`src/rtl/pattern_hflipper_pkg.sv`:
```
// Shared GPU pattern-line definitions and the pixel-order reversal used by the
// background and sprite paths.
package pattern_hflipper_pkg;

   localparam int unsigned PATTERN_PIXELS = 8;
   localparam int unsigned PATTERN_BPP    = 2;
   localparam int unsigned PATTERN_W      = PATTERN_PIXELS * PATTERN_BPP;

   typedef logic [PATTERN_W-1:0] pattern_line_t;

   // Moves each BPP-bit pixel as a unit; bits inside a pixel keep their order.
   function automatic pattern_line_t pixel_reverse(input pattern_line_t line);
      pattern_line_t rev;
      rev = '0;
      for (int unsigned k = 0; k < PATTERN_PIXELS; k++) begin
         rev[PATTERN_W-1-k*PATTERN_BPP -: PATTERN_BPP] =
            line[PATTERN_W-1-(PATTERN_PIXELS-1-k)*PATTERN_BPP -: PATTERN_BPP];
      end
      return rev;
   endfunction

endpackage

```
`src/rtl/pattern_hflipper.sv`:
```
// Conditionally mirrors one pattern line horizontally (pixel order reversed,
// pixel contents intact), with an optional one-cycle output register.
module pattern_hflipper
   import pattern_hflipper_pkg::*;
#(
   parameter int unsigned PIXELS     = PATTERN_PIXELS,
   parameter int unsigned BPP        = PATTERN_BPP,
   parameter bit          REGISTERED = 1'b0
) (
   input  logic                  clk,
   input  logic                  rst,
   input  logic [PIXELS*BPP-1:0] line_in,
   input  logic                  hflip,
   output logic [PIXELS*BPP-1:0] line_out
);

   localparam int unsigned W = PIXELS * BPP;

   logic [W-1:0] mirrored;
   logic [W-1:0] flipped;
   logic [W-1:0] line_q;

   for (genvar k = 0; k < PIXELS; k++) begin : g_pix
      assign mirrored[W-1-k*BPP -: BPP] = line_in[W-1-(PIXELS-1-k)*BPP -: BPP];
   end

   assign flipped = hflip ? mirrored : line_in;

   // The stage is always described; with REGISTERED=0 it is unobservable and
   // synthesis removes it.
   always_ff @(posedge clk or posedge rst) begin
      if (rst) begin
         line_q <= '0;
      end else begin
         line_q <= flipped;
      end
   end

   always_comb begin
      line_out = flipped;
      if (REGISTERED) begin
         line_out = line_q;
      end
   end

endmodule

```
`config.mk`:
```
export PLATFORM = sky130hd
export DESIGN_NAME = pattern_hflipper
export DESIGN_NICKNAME = d
export VERILOG_FILES = /design/src/rtl/pattern_hflipper_pkg.sv /design/src/rtl/pattern_hflipper.sv
export SDC_FILE = /design/constraint.sdc
export NUM_CORES = 1
export LEC_CHECK = 0
export ABC_AREA = 0
export CORE_AREA = 4 4 41 43
export DETAILED_ROUTE_END_ITERATION = 16
export DIE_AREA = 0 0 45 47
export GPL_TIMING_DRIVEN = 0
export PLACE_DENSITY = 0.71
export SYNTH_ARGS = -nofsm -noshare
export SYNTH_HDL_FRONTEND = slang
export SYNTH_SLANG_ARGS = --single-unit
```
`constraint.sdc`:
```
create_clock -name vclk -period 1.35
set_input_delay 0.135 -clock vclk [all_inputs]
set_output_delay 0.135 -clock vclk [all_outputs]
set_load 0.1 [all_outputs]
```
# [Yosys cells after proc, flatten, opt, wreduce, memory -nomap -nowiden]
# Index checks and enable logic that the tools add are counted.
[totals] in_bits=19 reg_bits=0 elab_cells=1 out_inout_bits=16
[classes] n_mux=1
[ops] operator="$mux W16" n=1

# [Depth between registers and ports, before layout]
# Gate-level depths: netlist (run 1).
[logic_depth] word_depth=1 ltp_mapped=3 mapped_depth_nobuf=1

# [Least setup slack after synthesis (run 1)]
# Ideal clock, no wire load.
[synth_timing] kind="input to output" from="in hflip" to="out line_out[10]" t_arrival_ps=824 required_ps=1215 n_path_buf=2 path_slack_ps=391 cell_stages=3 cell_sequence="buf_6 > buf_12 > mux2_4"
[synth_via] elab_chain_len=1
[synth_lines] element="start: declaration" line_no="pattern_hflipper.sv:13" rtl="input logic hflip,"
[synth_lines] element="$mux W16" line_no="pattern_hflipper.sv:27" rtl="assign flipped = hflip ? mirrored : line_in;"
[synth_lines] element="end: declaration" line_no="pattern_hflipper.sv:14" rtl="output logic [PIXELS*BPP-1:0] line_out"
# No other way between the ends.

# [Worst setup path in the final report (run 1)]
[layout_timing] from="in line_in[10]" to="out line_out[4]"
[layout_via] elab_chain_len=1
[layout_lines] element="start: declaration" line_no="pattern_hflipper.sv:12" rtl="input logic [PIXELS*BPP-1:0] line_in,"
[layout_lines] element="$mux W16" line_no="pattern_hflipper.sv:27"
# No other way between the ends.

==> results of run 1 <==
==> timing repair <==
action,CTS,global route
gates resized for setup,80,3
endpoints found under the setup margin,16,3
buffers inserted,0,0
==> synth_stat cells (all sizes together) <==
cell	count
buf	2
mux2	16
==> final timing paths <==
check	depth (start not counted)	endpoint
max	3	line_out[4]
min	3	line_out[3]
==> per-layer routing <==
metal  routed length [um]  vias up  global-route usage
met2                  395       33               0.181
met3                  206        0              0.0345
met4                    0        0                   0
met1                  250      124              0.0562
li1                     -      133                   -
met5                    0        -                   0
==> stage by stage <==
step            util  power, uW  cells
2_1_floorplan      -        360     18
3_3_place_gp   0.452        482     65
3_5_place_dp   0.452        485     65
4_1_cts        0.390        449     65
5_1_grt        0.396        463     65
6_report       0.396        449     65
==> placed cells by master, fill, tap and decap left out <==
master,instances
clkbuf_4,3
mux2_4,10
mux2_2,6
clkdlybuf4s50_1,16
buf_12,1
buf_2,13
buf_6,1
==> final cells by class <==
| type | count | area (sq um) |
|---|---|---|
| Buffer | 2 | 31.3 |
| Fill cell | 151 | 786 |
| Multi-Input combinational cell | 16 | 218 |
| Tap cell | 15 | 18.8 |
| Timing Repair Buffer | 32 | 248 |
==> critical path: stages <==
cell	delay (ns)
clkdlybuf4s50_1	0.49
mux2_4	0.14
buf_2	0.41
==> kinds of logic (layout without fill, tap and decap cells) <==
family | Yosys count | in the layout | share of synthesized area
mux | 16 | 16 | 0.874
buf+inv | 2 | 34 | 0.126
==> power by group <==
part	switching, uW	internal (uW)	leakage [uW]
sequential	0	0	0
combinational	325	124	0.000249
clock	0	0	0
==> reports/qor.yml, run 1 <==
clock_network:
  holdBufCountCts: 0
sta:
  setup_viol: 0
  layout_min_cycle_time_ns: 1.33
  setup_ws_ns: 0.0249
  worst_slew_pin_slew_ns: 0.493
  holdWs_ns: 0.848
  fin_setup_tns_ns: 0
  final_hold_viol_count: 0
  slew_headroom: 0.673
  drv_slew: 0
  finalCritPeriodShare: 0.982
  max_freq_mhz: 755
  rsz0062_at_grt: "no"
power_and_ir_drop:
  p_leak_uw: 0.000249
  ir_drop_uv: 286
  powerDensity_mw_per_mm2: 871
final_layout:
  seq_cell_count: 0
  ff_latch_area_sq_um: 0
  nClkBuffers: 0
  diodes: 0
  nNetsFinal: 71
  syn2layout_area_growth_pct: 107
  fin_area_sq_um: 515
  drive_gt1_frac: 0.680
floorplan:
  die_x_um: 45
  die_area_sq_mm: 0.00212
  placement_rows: 13
  start_util: 0.191
  fp.coreArea_sq_mm: 0.00130
  die_h_um: 47
  top_level_ports: 35
placement:
  dpl_worst_slack_ns: -0.696
  place.gp.congestion: 0.609
  placed_area_sq_um: 588
  io_buffers: 32
  hpwl_um: 776
synthesis:
  avgSynthCellArea_sq_um: 13.8
  synth_area_leaders: "mux2_4 60%, mux2_2 27%, buf_12 8.0%, buf_6 4.5%"
  yosys_warnings: 0
  synthDistinctLibCells: 4
  netlist.area_leader.share: 0.603
  seq_area_frac_synth: 0
  synth_area_sq_um: 249
  yosysTopAreaCell: "mux2_4"
  syn-num-nets: 37
  syn_inst: 18
global_route:
  grtUsageTotal: 0.0771
  grt_pass1_wl_um: 1250
  grt_max_degree: 11
  grt_antenna_before_repair: 0
  grt_pass1_vias: 310
  overflow: 0
drt:
  viasPerCell: 4.46
  routed_wl_um: 852
  wl_per_cell_um: 13.1
  vias: 290
  postRouteAntennaNets: 0
  first_pass_iters: 1
  drt_iter0_drc: 0
  drc: 0
worst_hold_path:
  hold_start: "hflip"
  hold_path_class: "input pin to primary output"
run:
  max_cap_violations: 0
worst_setup_path:
  critPathLaunchType: "input pin"
  cp_max_fo: 2
  worst-endpoint-required_ns: 1.22
  endpoint_kind: "primary output"
  crit_start: "line_in[10]"
  critical_path_arrival_ns: 1.19
  crit_type: "input pin to primary output"
outcome:
  status: "finished, final reports clean"
Note: power is estimated with default switching activity, not from simulation.
==> run 2, diff against run 1 <==
- DONT_BUFFER_PORTS: default -> 1
- PLACE_DENSITY: 0.71 -> 0.38
==> reports/qor.yml, run 2 (synthesis results as in run 1) <==
final_layout:
  seq_cell_count: 0  # unchanged
  diodes: 0  # unchanged
  nClkBuffers: 0  # unchanged
  layout_commonest_cell: "mux2_4"
  fin_area_sq_um: 268  # -48%
  syn2layout_area_growth_pct: 7.54
  ff_latch_area_sq_um: 0  # unchanged
  layout_common_cells: "10 x mux2_4, 6 x mux2_2, 1 x buf_6, 1 x buf_12"
  final_core_util: 0.206  # -0.190
  drive_gt1_frac: 1.00  # +0.320
  nNetsFinal: 39  # -45%
  final_cell_count_no_fill: 33  # -49%
placement:
  dp.cells: 33  # -49%
  placed_area_sq_um: 268  # -54%
  place.gp.congestion: 0.553  # -9.2%
  io_buffers: 0  # -100%
drt:
  wl_met3_um: 199  # -3.4%
  wl_per_cell_um: 14.7  # +12%
  drc: 0  # unchanged
  met1_length_um: 103  # -59%
  drt_iter0_drc: 1  # +1
  viasPerCell: 5.21  # +17%
  route.met2.wl_um: 182  # -54%
  postRouteAntennaNets: 0  # unchanged
  top_layer_used: "met3"
  routed_wl_um: 485  # -43%
  vias: 172  # -41%
  first_pass_iters: 2  # +1
worst_setup_path:
  crit_type: "input pin to primary output"
  worst-endpoint-required_ns: 1.22  # about the same
  cp_max_fo: 10  # +8
  critical_path_arrival_ns: 0.84  # -0.35 ns
  critPathLaunchType: "input pin"
  endpoint_kind: "primary output"
sta:
  drv_slew: 0  # unchanged
  setup_viol: 0  # unchanged
  finalCritPeriodShare: 0.720  # -0.262
  fin_setup_tns_ns: 0  # unchanged
  layout_min_cycle_time_ns: 0.972  # -0.353 ns
  worst_slew_pin_slew_ns: 0.523  # +0.0299 ns
  rsz0062_at_grt: "no"
  final_hold_viol_count: 0  # unchanged
  slew_headroom: 0.653  # -0.0206
  holdWs_ns: 0.592  # -0.256 ns
  max_freq_mhz: 1030  # +36%
outcome:
  status: "finished, final reports clean"
global_route:
  overflow: 0  # unchanged
  grtUsageTotal: 0.0354  # -0.0417
  grt_max_degree: 11  # unchanged
  grt_pass1_vias: 158  # -49%
  grt_pass1_wl_um: 600  # -52%
  grt_antenna_before_repair: 0  # unchanged
power_and_ir_drop:
  ir_drop_uv: 314  # +9.7%
  powerDensity_mw_per_mm2: 1370  # +57%
  p_leak_uw: 0.000121  # -51%
floorplan:
  fp.coreArea_sq_mm: 0.00130  # unchanged
  top_level_ports: 35  # unchanged
  die_x_um: 45  # unchanged
  die_h_um: 47  # unchanged
  die_area_sq_mm: 0.00212  # unchanged
  start_util: 0.191  # unchanged
  placement_rows: 13  # unchanged
clock_network:
  holdBufCountCts: 0  # unchanged
  cts.repair.resized: 0  # -100%
  postCtsSetupRepairBufs: 0  # unchanged
worst_hold_path:
  hold_path_class: "input pin to primary output"
run:
  max_cap_violations: 0  # unchanged
run 2: metrics by stage:
stage / setup slack (ns) / power, uW
6_report: 0.378 / 366
5_1_grt: 0.365 / 371
4_1_cts: 0.374 / 368
3_5_place_dp: 0.375 / 367
3_3_place_gp: 0.380 / 367
2_1_floorplan: 0.391 / 360
run 2: layout make-up:
type               count  area [sq um]
fillers              142          1030
multi-input cells     16           218
plain buffers          2          31.3
well taps             15          18.8
run 2: per-layer routing:
layer,vias to the layer above,track usage
met1,70,0.0315
met4,0,0
li1,69,-
met5,-,0
met2,33,0.0678
met3,0,0.0268
run 2: critical path, stage by stage:
cell	delay (ns)
buf_6	0.11
buf_12	0.14
mux2_4	0.44
run 2: report_power, final:
group | internal [uW] | switching, uW
Combinational | 62.4 | 303
Clock | 0 | 0
Sequential | 0 | 0
Total | 62.4 | 303
run 2: worst paths after layout:
| check | slack [ns] | cells past startpoint | end | start |
|---|---|---|---|---|
| setup / recovery | 0.38 | 3 | line_out[4] | hflip |
| hold / removal | 0.59 | 1 | line_out[8] | line_in[6] |
